===== config.mk =====
export PLATFORM = sky130hd
export DESIGN_NAME = usb_rx_fifo_flat
export DESIGN_NICKNAME = d
export VERILOG_FILES = /design/src/rtl/usb_pkg.sv /design/src/rtl/usb_rx_fifo_if.sv /design/src/rtl/usb_fifo_mem.sv /design/src/rtl/usb_rx_fifo.sv /design/src/flat_wrapper.sv
export SDC_FILE = /design/constraint.sdc
export NUM_CORES = 1
export LEC_CHECK = 0
export ABC_AREA = 1
export BUFFER_PORTS_ARGS = -buffer_cell sky130_fd_sc_hd__buf_2
export CAP_MARGIN = 20
export CORE_MARGIN = 1
export CORE_UTILIZATION = 35
export CTS_BUF_LIST = sky130_fd_sc_hd__clkbuf_4 sky130_fd_sc_hd__clkbuf_8
export CTS_CLUSTER_SIZE = 10
export DETAILED_ROUTE_END_ITERATION = 8
export GPL_TIMING_DRIVEN = 0
export SLEW_MARGIN = 0
export SYNTH_ARGS = -nofsm -noshare
export SYNTH_HDL_FRONTEND = slang
export SYNTH_SLANG_ARGS = --single-unit

===== constraint.sdc =====
create_clock -name CLK -period 4.65 [get_ports CLK]
set_input_delay 0.465 -clock CLK [delete_from_list [all_inputs] [get_ports CLK]]
set_output_delay 0.465 -clock CLK [all_outputs]
set_load 0.05 [all_outputs]

===== src/rtl/usb_pkg.sv =====
// usb_pkg: shared widths, the stored word format and the byte-mask helper
// used by the USB receive FIFO and its interface.
`timescale 1ns/1ps
package usb_pkg;

    localparam int USB_DATA_W = 16;
    localparam int USB_BE_W   = 2;

    // One FIFO entry: byte enables above the 16-bit data word.
    typedef struct packed {
        logic [1:0]  be;
        logic [15:0] data;
    } usb_word_t;

    // Zero every byte whose enable is low so consumers never see stale bus bytes.
    function automatic usb_word_t usb_mask_word(input usb_word_t w);
        usb_word_t m;
        m.be         = w.be;
        m.data[7:0]  = w.be[0] ? w.data[7:0]  : 8'h00;
        m.data[15:8] = w.be[1] ? w.data[15:8] : 8'h00;
        return m;
    endfunction

endpackage


===== src/rtl/usb_rx_fifo_if.sv =====
// usb_rx_fifo_if: bundles the capture side (in_*, rx_allow), the valid/ready
// output stream (out_*) and the status outputs (level, overflow, word_count).
// master = controller/consumer side, slave = the FIFO.
`timescale 1ns/1ps
interface usb_rx_fifo_if
    import usb_pkg::*;
#(
    parameter int ADDR_W = 4
);

    logic                  in_valid;
    logic [USB_DATA_W-1:0] in_data;
    logic [USB_BE_W-1:0]   in_be;
    logic                  rx_allow;

    logic                  out_valid;
    logic                  out_ready;
    logic [USB_DATA_W-1:0] out_data;
    logic [USB_BE_W-1:0]   out_be;

    logic [ADDR_W:0]       level;
    logic                  overflow;
    logic [15:0]           word_count;

    modport master (
        output in_valid,
        output in_data,
        output in_be,
        input  rx_allow,
        input  out_valid,
        output out_ready,
        input  out_data,
        input  out_be,
        input  level,
        input  overflow,
        input  word_count
    );

    modport slave (
        input  in_valid,
        input  in_data,
        input  in_be,
        output rx_allow,
        output out_valid,
        input  out_ready,
        output out_data,
        output out_be,
        output level,
        output overflow,
        output word_count
    );

endinterface


===== src/rtl/usb_fifo_mem.sv =====
// usb_fifo_mem: DEPTH x 18 entry storage, one write port, one registered read
// port. Ports: CLK, RST, i_wr_en/i_wr_addr/i_wr_word, i_rd_en/i_rd_addr, o_rd_word.
`timescale 1ns/1ps
module usb_fifo_mem
    import usb_pkg::*;
#(
    parameter int DEPTH  = 16,
    parameter int ADDR_W = 4
) (
    input  logic              CLK,
    input  logic              RST,
    input  logic              i_wr_en,
    input  logic [ADDR_W-1:0] i_wr_addr,
    input  usb_word_t         i_wr_word,
    input  logic              i_rd_en,
    input  logic [ADDR_W-1:0] i_rd_addr,
    output usb_word_t         o_rd_word
);

    usb_word_t r_mem [DEPTH];
    usb_word_t r_rd_word;

    // Array contents are deliberately not reset.
    always_ff @(posedge CLK) begin
        if (i_wr_en) begin
            r_mem[i_wr_addr] <= i_wr_word;
        end
    end

    // The read register doubles as the FIFO output stage: it only changes
    // when a new head is loaded, so it holds while stalled or empty.
    always_ff @(posedge CLK or posedge RST) begin
        if (RST) begin
            r_rd_word <= '0;
        end else if (i_rd_en) begin
            r_rd_word <= r_mem[i_rd_addr];
        end
    end

    assign o_rd_word = r_rd_word;

endmodule


===== src/rtl/usb_rx_fifo.sv =====
// usb_rx_fifo: receive buffer behind the FT-series USB FIFO bus controller.
// Ports: CLK, RST (async, active high), bus (usb_rx_fifo_if.slave).
`timescale 1ns/1ps
module usb_rx_fifo
    import usb_pkg::*;
#(
    parameter int DEPTH  = 16,
    parameter int BURST  = 4,
    parameter int ADDR_W = 4
) (
    input  logic          CLK,
    input  logic          RST,
    usb_rx_fifo_if.slave  bus
);

    localparam logic [ADDR_W:0] LP_DEPTH = (ADDR_W+1)'(DEPTH);
    localparam logic [ADDR_W:0] LP_BURST = (ADDR_W+1)'(BURST);

    logic [ADDR_W-1:0] r_wr_ptr;
    logic [ADDR_W-1:0] r_rd_ptr;
    logic [ADDR_W:0]   r_level;
    logic              r_out_valid;
    logic              r_overflow;
    logic              r_rx_allow;
    logic [15:0]       r_word_count;

    logic              w_word_ok;
    logic              w_full;
    logic              w_push;
    logic              w_drop;
    logic              w_pop;
    logic              w_load;
    logic [ADDR_W:0]   w_backlog;
    logic [ADDR_W:0]   w_level_next;
    logic [ADDR_W:0]   w_free;
    usb_word_t         w_in_word;
    usb_word_t         w_wr_word;
    usb_word_t         w_rd_word;

    // Full/drop decisions use the registered level, so a same-cycle pop
    // never makes room for a push.
    assign w_word_ok = bus.in_valid & (bus.in_be != 2'b00);
    assign w_full    = (r_level == LP_DEPTH);
    assign w_push    = w_word_ok & ~w_full;
    assign w_drop    = w_word_ok & w_full;
    assign w_pop     = r_out_valid & bus.out_ready;

    // Entries in memory not yet moved into the output register.
    assign w_backlog = r_level - {{ADDR_W{1'b0}}, r_out_valid};
    // Refill the output register whenever it is empty or being consumed.
    assign w_load    = (w_backlog != '0) & (~r_out_valid | w_pop);

    always_comb begin
        w_level_next = r_level;
        if (w_push & ~w_pop) begin
            w_level_next = r_level + (ADDR_W+1)'(1);
        end else if (~w_push & w_pop) begin
            w_level_next = r_level - (ADDR_W+1)'(1);
        end
    end

    assign w_free = LP_DEPTH - w_level_next;

    always_comb begin
        w_in_word      = '0;
        w_in_word.be   = bus.in_be;
        w_in_word.data = bus.in_data;
        w_wr_word      = usb_mask_word(w_in_word);
    end

    always_ff @(posedge CLK or posedge RST) begin
        if (RST) begin
            r_wr_ptr     <= '0;
            r_rd_ptr     <= '0;
            r_level      <= '0;
            r_out_valid  <= 1'b0;
            r_overflow   <= 1'b0;
            r_rx_allow   <= 1'b1;
            r_word_count <= '0;
        end else begin
            r_level    <= w_level_next;
            r_rx_allow <= (w_free >= LP_BURST);
            if (w_push) begin
                r_wr_ptr     <= r_wr_ptr + ADDR_W'(1);
                r_word_count <= r_word_count + 16'd1;
            end
            if (w_drop) begin
                r_overflow <= 1'b1;
            end
            // rd_ptr tracks the next entry to fetch into the output stage.
            if (w_load) begin
                r_rd_ptr    <= r_rd_ptr + ADDR_W'(1);
                r_out_valid <= 1'b1;
            end else if (w_pop) begin
                r_out_valid <= 1'b0;
            end
        end
    end

    usb_fifo_mem #(
        .DEPTH  (DEPTH),
        .ADDR_W (ADDR_W)
    ) u_mem (
        .CLK       (CLK),
        .RST       (RST),
        .i_wr_en   (w_push),
        .i_wr_addr (r_wr_ptr),
        .i_wr_word (w_wr_word),
        .i_rd_en   (w_load),
        .i_rd_addr (r_rd_ptr),
        .o_rd_word (w_rd_word)
    );

    assign bus.rx_allow   = r_rx_allow;
    assign bus.out_valid  = r_out_valid;
    assign bus.out_data   = w_rd_word.data;
    assign bus.out_be     = w_rd_word.be;
    assign bus.level      = r_level;
    assign bus.overflow   = r_overflow;
    assign bus.word_count = r_word_count;

endmodule


===== src/flat_wrapper.sv =====
// flat-port wrapper written by rule: the top's interface ports become plain ports
module usb_rx_fifo_flat import usb_pkg::*;
#(
    parameter int DEPTH  = 16,
    parameter int BURST  = 4,
    parameter int ADDR_W = 4
)
  (CLK, RST, bus_in_valid, bus_in_data, bus_in_be, bus_rx_allow, bus_out_valid, bus_out_ready, bus_out_data, bus_out_be, bus_level, bus_overflow, bus_word_count);
  usb_rx_fifo_if #(.ADDR_W(ADDR_W)) bus_i ();
  input  logic CLK;
  input  logic RST;
  input wire logic [$bits(bus_i.in_valid)-1:0] bus_in_valid;
  input wire logic [$bits(bus_i.in_data)-1:0] bus_in_data;
  input wire logic [$bits(bus_i.in_be)-1:0] bus_in_be;
  output wire logic [$bits(bus_i.rx_allow)-1:0] bus_rx_allow;
  output wire logic [$bits(bus_i.out_valid)-1:0] bus_out_valid;
  input wire logic [$bits(bus_i.out_ready)-1:0] bus_out_ready;
  output wire logic [$bits(bus_i.out_data)-1:0] bus_out_data;
  output wire logic [$bits(bus_i.out_be)-1:0] bus_out_be;
  output wire logic [$bits(bus_i.level)-1:0] bus_level;
  output wire logic [$bits(bus_i.overflow)-1:0] bus_overflow;
  output wire logic [$bits(bus_i.word_count)-1:0] bus_word_count;
  assign bus_i.in_valid = bus_in_valid;
  assign bus_i.in_data = bus_in_data;
  assign bus_i.in_be = bus_in_be;
  assign bus_rx_allow = bus_i.rx_allow;
  assign bus_out_valid = bus_i.out_valid;
  assign bus_i.out_ready = bus_out_ready;
  assign bus_out_data = bus_i.out_data;
  assign bus_out_be = bus_i.out_be;
  assign bus_level = bus_i.level;
  assign bus_overflow = bus_i.overflow;
  assign bus_word_count = bus_i.word_count;
  usb_rx_fifo #(.DEPTH(DEPTH), .BURST(BURST), .ADDR_W(ADDR_W)) u_core (.CLK(CLK), .RST(RST), .bus(bus_i));
endmodule

==> run_results.csv, run 1 <==
group,metric,value,unit
run_status,status,"completed",
floorplan,rows,72,
synth,avgSynthCellArea,11.93,µm²
synth,ys_seq_area_share,71.08,%
grt,grt_max_degree,41,
timing,rsz0062_at_grt,"no",
setup_path,cpMaxStageDelayCell,"nor2_2",
setup_path,worstSetupStartpoint,"u_core.bus.level[0]",
power_and_ir_drop,ir_worst_vdd,0.4107,mV
setup_path,path_buf_inv,4,
timing,worst_pin_slew,0.7981,ns
timing,fmax,0.3523,GHz
synth,ys.flop_type,"edfxtp_1",
cells_and_area,fin_nets,1335,
timing,fin_skew,0.03435,ns
synth,ys_seq_elements,338,
cells_and_area,drive_gt1_share,17.82,%
cts,cts.sinks,338,
synth,yosysTopAreaCellShare,62.09,%
floorplan,ios,64,
setup_path,setup.worst_path.end_class,"register",
setup_path,slowest_delay,0.66,ns
cells_and_area,n_fill_cell,3662,
routing,drc,0,
routing,ant_nets,0,
synth,synth.most_common_cell,"edfxtp_1",
floorplan,initial_core_util,35.79,%
grt,track_usage,18.95,%
grt,grt_pass1_vias,9574,
timing,fin_hold_ws,0.1644,ns
setup_path,rr_startpoint,"u_core.bus.level[0]",
cells_and_area,design_area,16300,µm²
placement,dpl.hpwl,25250,µm
grt,antenna_found_initial,0,
cells_and_area,antenna-diode-count,0,
cts,post_cts_buffers,0,
synth,synth_edf_count,288,
floorplan,dieWidth,201.5,µm
grt,grt_overflow,0,
floorplan,dieArea,40600,µm²
synth,synth_area_leaders,"edfxtp_1 62%, dfrtp_1 8.8%, nor2_1 6.4%",
placement,place.gp.congestion,0.8396,
power_and_ir_drop,p_per_area,637.5,nW/µm²
routing,detail_route.iter0.violations,876,
setup_path,cp.required,4.95,ns
routing,wire_per_inst,20.29,µm
setup_path,critical_path_class,"reg2reg",
synth,syn_area,13930,µm²
timing,final_hold_viol_count,0,
cells_and_area,final_cells,1865,
placement,io_buffer_count,63,
routing,drt_first_pass_iters,5,
cts,worstSkewPairLatency,0.62,ns
synth,syn_inst,1168,
timing,max-slew-margin-rel,46.74,%
setup_path,path_cells,"inv_1 > ha_1 > nand3_4 > nand2_4 > inv_2 > buf_2 > nand2_1 > nor2_2 > buf_8",
cts,numCtsBuffers,53,
cts,cts_max_path_buffers,3,
cts,clkTransAtPathRegs,0.06,ns
synth,syn-num-nets,1199,
hold_path,hold_path.class,"in2reg",
placement,placed_area,15210,µm²
routing,drt_wl_total,37840,µm
timing,tns,0,ns
cts,root_buffer,"clkbuf_8",
cts,h-tree-depth,2,
placement,dp_cells,1766,
hold_path,hp-start,"bus_out_ready",
cts,cts_tree,"yes",
power_and_ir_drop,leakagePower,6.057,nW
timing,fin_crit_sh,61.04,%
timing,setup_violations,0,
floorplan,core_area,38920,µm²
cells_and_area,area_growth,17.01,%
synth,async_flop_share,14.79,%
setup_path,cp_top_family,"simple AND/OR/NAND/NOR gates",
setup_path,path_max_fanout,10,
floorplan,die_y,201.5,µm
synth,yosys_warnings,0,
setup_path,cp-start-kind,"register",
timing,slew_viol_final,0,
routing,vias,9484,
setup_path,critical_path_arrival,3.14,ns
synth,yosys.area.top_type,"edfxtp_1",
flow_run,cap_violations,0,
grt,grt_pass1_wl,57940,µm
synth,synth.distinct_cells,33,
routing,viasPerCell,5.085,
synth,yosys-top-cells-count,"288 x edfxtp_1, 239 x nor2_1, 148 x nand2_1, 102 x o21ai_0, 72 x o211ai_1",
timing,finalCriticalPeriod,2.838,ns
==> layer usage <==
metal,up-vias,wire length [µm],global-route usage [%]
li1,4395,-,-
met3,73,2833,3.288
met2,382,17350,29.83
met4,0,1294,7.982
met5,-,0,0
met1,4634,16360,25.85
==> logic make-up after synthesis <==
group           Yosys count  synth area share [%]
simple gates            467                 13.75
flops                   338                 71.08
compound gates          219                 9.180
buf+inv                 109                 3.548
xor+xnor                 26                 1.635
fa+ha+maj                 9                0.8084
==> path summary, 6_finish.rpt <==
| check | endpoint | slack (ns) | cells after the start |
|---|---|---|---|
| max | u_core.u_mem.r_mem[10][6] | 1.81 | 9 |
| min | u_core.bus.out_valid | 0.16 | 4 |
| max reg2reg | u_core.u_mem.r_mem[10][6] | 1.81 | 9 |
| min reg2reg | u_core.u_mem.o_rd_word[8] | 0.47 | 2 |
| max in group asynchronous | u_core.bus.rx_allow | 3.69 | 4 |
| min in group asynchronous | u_core.u_mem.o_rd_word[16] | 0.35 | 3 |
==> state kept, by name, summed over array words and instances (netlist names) <==
signal,flops
u_core.u_mem.r_mem,288
u_core.u_mem.o_rd_word,18
u_core.bus.word_count,16
u_core.bus.level,5
u_core.r_rd_ptr,4
u_core.r_wr_ptr,4
u_core.bus.out_valid,1
u_core.bus.overflow,1
u_core.bus.rx_allow,1
==> cell usage in the layout (no fill, tap or decap), types with 6 or more instances in the layout <==
cell type and count:
o211ai_1 72, dfrtp_1 49, clkbuf_1 25, inv_1 35, buf_8 15, nand3_1 55
clkbuf_8 57, inv_2 6, nor2_1 223, nor2_2 20, nand2_1 148, clkinv_1 8
o21ai_1 44, o21ai_0 102, buf_1 10, clkbuf_4 27, xnor2_1 9, nand4_1 6
edfxtp_1 288, buf_2 82, ha_1 9, buf_4 8, xor2_1 17
==> per-stage QoR <==
step / utilization [%] / power [W] / setup slack, ns
floorplan: - / 0.006449 / 1.773
global placement: 38.27 / 0.007720 / 0.8007
detailed placement: 39.07 / 0.007863 / 1.539
CTS: 41.88 / 0.01043 / 1.798
global route: 41.88 / 0.01097 / 1.655
finish: 41.88 / 0.01039 / 1.812
==> area by class of cell <==
type                            count  area [µm²]  share of cell area (%)
Tap cell                          518       648.1                   3.976
Clock buffer                       84       987.2                   6.057
Inverter                           42       157.7                  0.9672
Timing Repair Buffer               81       598.1                   3.669
Buffer                             67       336.6                   2.065
Clock inverter                     14       96.34                  0.5911
Sequential cell                   338        9901                   60.74
Multi-Input combinational cell    721        3575                   21.93
==> report_power, final <==
group	internal [W]	switching, W
registers	0.00366	0.000175
clock network	0.00140	0.00117
logic	0.00107	0.00292
total	0.00613	0.00426
==> worst register-to-register path, cell delays in order (launching register included) <==
cell and delay [ns]:
dfrtp_1 0.45, inv_1 0.14, ha_1 0.30, nand3_4 0.14
nand2_4 0.08, inv_2 0.08, buf_2 0.23, nand2_1 0.22
nor2_2 0.66, buf_8 0.24
==> timing repair <==
action,CTS,global route
hold buffers,1,0
setup endpoints to repair,0,0
gates resized for setup,0,0
endpoints found under the hold margin,10,0
Note: power is estimated with default switching activity, not from simulation.
==> run 2, diff against run 1 <==
- ABC_AREA: 1 -> 0
- clock period: 4.65 -> 2.95 ns (I/O delays scaled with it)
==> run 2 against run 1 <==
  * Clock skew down 0.0039 ns
  * Cell area shrank 5.4%
  * Non-clock buffer count is 49 lower
  * Cell count fell by 28%
  * Wire length decreased by 26%
  * Critical path depth decreased by 3
  * Largest cell class unchanged
  * Die area is 5.1% lower
  * Worst hold slack better by 0.022 ns
  * Global-route usage shrank 4.0 points
  * Synthesized cell count shrank 43%
  * Clock-buffer cell count fell by 10
  * Critical endpoint is now u_core.u_mem.r_mem[12][13]
==> run_results.csv, run 2 <==
group,metric,value,unit
run_status,status,"completed",
timing,fin_skew,0.03041,ns
setup_path,reg2reg_depth,6,
setup_path,critical_path_class,"reg2reg",
grt,grt_max_degree,40,
hold_path,hp-start,"bus_in_valid",
synth,yosys-top-cells-count,"288 x edfxtp_1, 72 x mux4_2, 49 x dfrtp_1, 33 x nand2_1, 32 x and2_1",
cts,post_cts_buffers,0,
grt,grt_pass1_wl,42570,µm
synth,async_flop_share,14.79,%
power_and_ir_drop,ir_worst_vdd,0.4050,mV
timing,finalCriticalPeriod,2.824,ns
synth,avgSynthCellArea,19.88,µm²
floorplan,rows,70,
timing,slew_viol_final,0,
routing,drt_first_pass_iters,4,
placement,dpl.hpwl,17120,µm
grt,antenna_found_initial,0,
power_and_ir_drop,leakagePower,5.337,nW
placement,place.gp.congestion,0.7449,
cells_and_area,largest_reg_flops,288,
flow_run,cap_violations,0,
floorplan,ios,64,
grt,track_usage,14.96,%
cts,h-tree-depth,2,
routing,vias,6488,
timing,fin_crit_sh,95.74,%
synth,synth.most_common_cell,"edfxtp_1",
grt,grt_overflow,0,
synth,ys_seq_area_share,74.90,%
cells_and_area,final_cells,1335,
cts,root_buffer,"clkbuf_8",
routing,viasPerCell,4.860,
synth,syn-num-nets,696,
grt,grt_pass1_vias,6896,
floorplan,die_y,196.3,µm
synth,ys.flop_type,"edfxtp_1",
synth,yosysTopAreaCellShare,65.42,%
setup_path,critical_path_arrival,3.01,ns
cts,clkTransAtPathRegs,0.06,ns
routing,ant_nets,0,
hold_path,hold_path.class,"in2reg",
cts,cts_tree,"yes",
hold_path,whs_path_depth,3,
floorplan,dieArea,38550,µm²
synth,synth.distinct_cells,41,
cells_and_area,largest-register,"u_core.u_mem.r_mem",
cts,cts.sinks,338,
routing,detail_route.iter0.violations,471,
cells_and_area,layout_common_cells,"288 x edfxtp_1, 72 x mux4_2, 70 x buf_2, 59 x clkbuf_8, 49 x dfrtp_1",
synth,syn_area,13220,µm²
timing,final_hold_viol_count,0,
setup_path,rr_startpoint,"u_core.bus.level[0]",
cts,worstSkewPairLatency,0.58,ns
cells_and_area,antenna-diode-count,0,
timing,rsz0062_at_grt,"yes",
placement,io_buffer_count,63,
cells_and_area,postLayoutCoreUtil,41.80,%
hold_path,hold_end,"u_core.bus.overflow",
synth,ys_seq_elements,338,
setup_path,path_max_fanout,18,
synth,yosys.area.top_type,"edfxtp_1",
setup_path,reg2reg_slack,0.13,ns
cells_and_area,fin_nets,820,
synth,syn_inst,665,
synth,yosys_warnings,0,
routing,drt_wl_total,28040,µm
floorplan,dieWidth,196.3,µm
power_and_ir_drop,p_per_area,971.0,nW/µm²
setup_path,cp-start-kind,"register",
floorplan,core_area,36870,µm²
routing,drc,0,
synth,synth_area_leaders,"edfxtp_1 65%, mux4_2 12%, dfrtp_1 9.3%",
cts,numCtsBuffers,53,
synth,synth_edf_count,288,
floorplan,initial_core_util,35.85,%
timing,max-slew-margin-rel,28.86,%
setup_path,cp.required,3.14,ns
setup_path,r2r-end,"u_core.u_mem.r_mem[12][13]",
timing,worst_pin_slew,1.067,ns
cells_and_area,n_fill_cell,3285,
timing,fmax,0.3541,GHz
cells_and_area,final_common_cell,"edfxtp_1",
cts,cts_max_path_buffers,3,
cells_and_area,area_growth,16.59,%
setup_path,setup.worst_path.end_class,"register",
placement,dp_cells,1233,
timing,fin_hold_ws,0.1861,ns
routing,wire_per_inst,21.00,µm
timing,tns,0,ns
cells_and_area,drive_gt1_share,31.41,%
timing,setup_violations,0,
run 2: how the worst max path moves through the flow:
stage / startpoint / endpoint / slack [ns] / cells after the start
detailed placement: bus_in_be[1] / u_core.u_mem.r_mem[12][5] / -0.32 / 5
floorplan: u_core.bus.level[0] / u_core.u_mem.r_mem[12][0] / 0.18 / 6
global placement: bus_in_be[1] / u_core.u_mem.r_mem[13][4] / -0.25 / 5
finish: u_core.bus.level[0] / u_core.u_mem.r_mem[12][13] / 0.13 / 6
CTS: u_core.bus.level[0] / u_core.u_mem.r_mem[7][9] / 0.05 / 7
global route: u_core.bus.level[0] / u_core.u_mem.r_mem[12][13] / -0.05 / 6
run 2: layer usage:
metal | wire, µm | up-vias | GRT usage, %
met5 | 0 | - | 0
li1 | - | 2949 | -
met3 | 1708 | 33 | 2.669
met1 | 12630 | 3361 | 21.10
met4 | 411 | 0 | 4.196
met2 | 13290 | 145 | 23.86
run 2: cell type report:
type | instances | area [µm²] | area share (%)
clock inverter | 23 | 209.0 | 1.356
clock buffer | 74 | 924.6 | 5.999
multi-input combinational | 288 | 3127 | 20.29
sequential | 338 | 9901 | 64.24
tap | 504 | 630.6 | 4.092
buffer | 30 | 173.9 | 1.128
inverter | 9 | 33.78 | 0.2192
timing repair buffer | 69 | 412.9 | 2.679
run 2: logic make-up after synthesis:
group | count (synthesis) | share of synthesized area, %
compound gates | 65 | 3.710
xor+xnor | 25 | 1.656
fa+ha+maj | 9 | 0.8519
buf+inv | 39 | 1.571
flops | 338 | 74.90
mux | 76 | 12.59
simple gates | 113 | 4.723
run 2: worst max-delay path, stage by stage (launching register included):
cell      delay, ns
dfrtp_1        0.44
inv_1          0.12
ha_1           0.29
and4bb_4       0.26
nor2_4         0.24
clkbuf_1       0.40
and4_2         0.69
run 2: repair_timing:
| action | 4_1_cts | 5_1_grt |
|---|---|---|
| hold buffers | 2 | 0 |
| gates resized for setup | 10 | 3 |
| gates cloned | 0 | 0 |
| setup endpoints to repair | 163 | 90 |
| endpoints found under the hold margin | 37 | 0 |
run 2: per-stage QoR:
stage / instance area, µm² / total power [W] / setup WS (ns)
2_1_floorplan: 13220 / 0.009593 / 0.1821
3_3_place_gp: 14160 / 0.01089 / -0.2454
3_5_place_dp: 14180 / 0.01098 / -0.3167
4_1_cts: 15350 / 0.01514 / 0.04892
5_1_grt: 15410 / 0.01567 / -0.05093
6_report: 15410 / 0.01496 / 0.1255
run 2: power by group:
part	internal, W	leakage, nW	switching, W
registers	0.00578	3.25	0.000279
logic	0.00185	1.48	0.00290
clock network	0.00238	0.606	0.00178
==> run 3, diff against run 2 <==
- PLACE_DENSITY: default -> 0.58
- clock period: 2.95 -> 2.85 ns (I/O delays scaled with it)
==> run 3 against run 2 <==
  * Fmax fell by 0.48%
  * Cell area barely moved
  * Critical path depth stayed put
  * Cell count up 0.30%
  * Setup slack worse by 0.11 ns
  * Clock skew fell by 0.0089 ns
  * First-iteration DRC count up 4.5%
  * Register-to-register slack got worse by 0.11 ns
  * Critical endpoint is now u_core.u_mem.r_mem[15][11]
==> run_results.csv, run 3 (synthesized netlist as in run 2, its figures left out) <==
group,metric,value,unit
timing,rsz0062_at_grt,"yes",
cells_and_area,final_common_cell,"edfxtp_1",
timing,final_hold_viol_count,0,
cells_and_area,final_cells,1339,
setup_path,cp.required,3.05,ns
grt,track_usage,15.16,%
setup_path,reg2reg_depth,6,
setup_path,setup.worst_path.end_class,"register",
routing,vias,6596,
placement,placed_area,14260,µm²
grt,antenna_found_initial,0,
cells_and_area,area_growth,16.48,%
cts,root_buffer,"clkbuf_8",
power_and_ir_drop,finalPower,0.01532,W
grt,grt_pass1_wl,42610,µm
setup_path,path_max_fanout,18,
cts,cts.sinks,338,
setup_path,critical_path_class,"reg2reg",
floorplan,rows,70,
power_and_ir_drop,leakagePower,5.332,nW
floorplan,dieWidth,196.3,µm
setup_path,cp_top_family,"simple AND/OR/NAND/NOR gates",
grt,grt_max_degree,37,
hold_path,hold_path.class,"in2reg",
cts,cts_tree,"yes",
floorplan,core_area,36870,µm²
timing,fin_crit_sh,99.59,%
setup_path,path_depth,6,
routing,drt_first_pass_iters,4,
routing,drt_wl_total,28360,µm
routing,drc,0,
routing,viasPerCell,4.926,
setup_path,cpMaxStageDelayCell,"and4_2",
floorplan,die_y,196.3,µm
placement,io_buffer_count,63,
setup_path,cp-start-kind,"register",
flow_run,cap_violations,0,
timing,max-slew-margin-rel,37.60,%
routing,detail_route.iter0.violations,492,
cts,cts_max_path_buffers,3,
grt,grt_overflow,0,
floorplan,initial_core_util,35.85,%
timing,worst_pin_slew,0.9326,ns
routing,ant_nets,0,
placement,dp_cells,1237,
setup_path,r2r-end,"u_core.u_mem.r_mem[15][11]",
cells_and_area,n_fill_cell,3284,
cells_and_area,fin_nets,822,
cells_and_area,layout_common_cells,"288 x edfxtp_1, 72 x mux4_2, 70 x buf_2, 60 x clkbuf_8, 49 x dfrtp_1",
setup_path,critical_path_arrival,3.04,ns
cells_and_area,drive_gt1_share,31.77,%
setup_path,reg2reg_slack,0.01,ns
cells_and_area,largest-register,"u_core.u_mem.r_mem",
power_and_ir_drop,p_per_area,995.0,nW/µm²
cts,numCtsBuffers,54,
timing,fmax,0.3523,GHz
setup_path,worstSetupEndpoint,"u_core.u_mem.r_mem[15][11]",
power_and_ir_drop,ir_worst_vdd,0.4682,mV
cts,post_cts_buffers,0,
grt,grt_pass1_vias,6822,
placement,place.gp.congestion,0.7331,
cts,clkTransAtPathRegs,0.06,ns
floorplan,dieArea,38550,µm²
cells_and_area,multi_input_area,3129,µm²
setup_path,path_buf_inv,2,
setup_path,rr_startpoint,"u_core.bus.level[0]",
cts,h-tree-depth,2,
setup_path,worstSetupStartpoint,"u_core.bus.level[0]",
timing,tns,0,ns
setup_path,slowest_delay,0.70,ns
timing,slew_viol_final,0,
routing,wire_per_inst,21.18,µm
timing,fin_skew,0.02152,ns
cells_and_area,ff_latch_area,9901,µm²
timing,finalCriticalPeriod,2.838,ns
cells_and_area,largest_reg_flops,288,
cells_and_area,design_area,15400,µm²
run_status,status,"completed",
timing,setup_violations,0,
cts,worstSkewPairLatency,0.58,ns
floorplan,ios,64,
setup_path,path_cells,"inv_1 > ha_1 > and4bb_4 > nor2_4 > clkbuf_1 > and4_2",
placement,dpl.hpwl,17670,µm
## run 3: how the worst min path moves through the flow
stage | cells after the start | end | slack (ns) | from
after floorplan | 0 | u_core.u_mem.r_mem[0][16] | 0.38 | bus_in_be[0]
after global placement | 1 | u_core.bus.overflow | 0.44 | u_core.bus.overflow
after detailed placement | 2 | u_core.u_mem.o_rd_word[9] | 0.31 | RST
after CTS | 3 | u_core.bus.overflow | 0.12 | bus_in_valid
after global routing | 3 | u_core.bus.overflow | 0.16 | bus_in_valid
final | 3 | u_core.bus.overflow | 0.16 | bus_in_valid
## run 3: tightest hold or removal path, stage by stage
cell and delay, ns:
buf_2 0.11, o21a_1 0.19, a21o_1 0.13
## run 3: area by class of cell
| cell class | instances | share of cell area, % |
|---|---|---|
| plain buffers | 30 | 1.130 |
| repair buffers | 70 | 2.779 |
| inverters | 9 | 0.2194 |
| clock inverters | 23 | 0.9914 |
| multi-input cells | 288 | 20.32 |
| flip-flops and latches | 338 | 64.30 |
| clock buffers | 76 | 6.143 |
| diodes | 1 | 0.01625 |
| well taps | 504 | 4.096 |
## run 3: metrics by stage
step | setup slack [ns] | hold WS, ns | util [%]
after global placement | -0.3794 | 0.4393 | 38.42
after CTS | 0.007690 | 0.1173 | 41.74
final | 0.01179 | 0.1639 | 41.76
after detailed placement | -0.4736 | 0.3088 | 38.67
after global routing | -0.1692 | 0.1568 | 41.75
after floorplan | 0.08213 | 0.3839 | -
## run 3: timing repair
| action | 4_1_cts | 5_1_grt |
|---|---|---|
| gates resized for setup | 11 | 4 |
| hold buffers | 2 | 0 |
| endpoints found under the hold margin | 15 | 0 |
| setup endpoints to repair | 181 | 118 |
## run 3: where the power goes
| group | internal [W] | total [W] | switching [W] |
|---|---|---|---|
| sequential | 0.00598 | 0.00627 | 0.000288 |
| combinational | 0.00192 | 0.00490 | 0.00298 |
| clock | 0.00232 | 0.00415 | 0.00183 |
| total | 0.0102 | 0.0153 | 0.00510 |
## run 3: layer usage
metal	vias up	track usage [%]	share of wire (%)
met5	-	0	0
met4	0	4.832	2.0
met3	47	3.080	5.0
met2	162	24.30	48
met1	3427	20.78	45
li1	2960	-	-
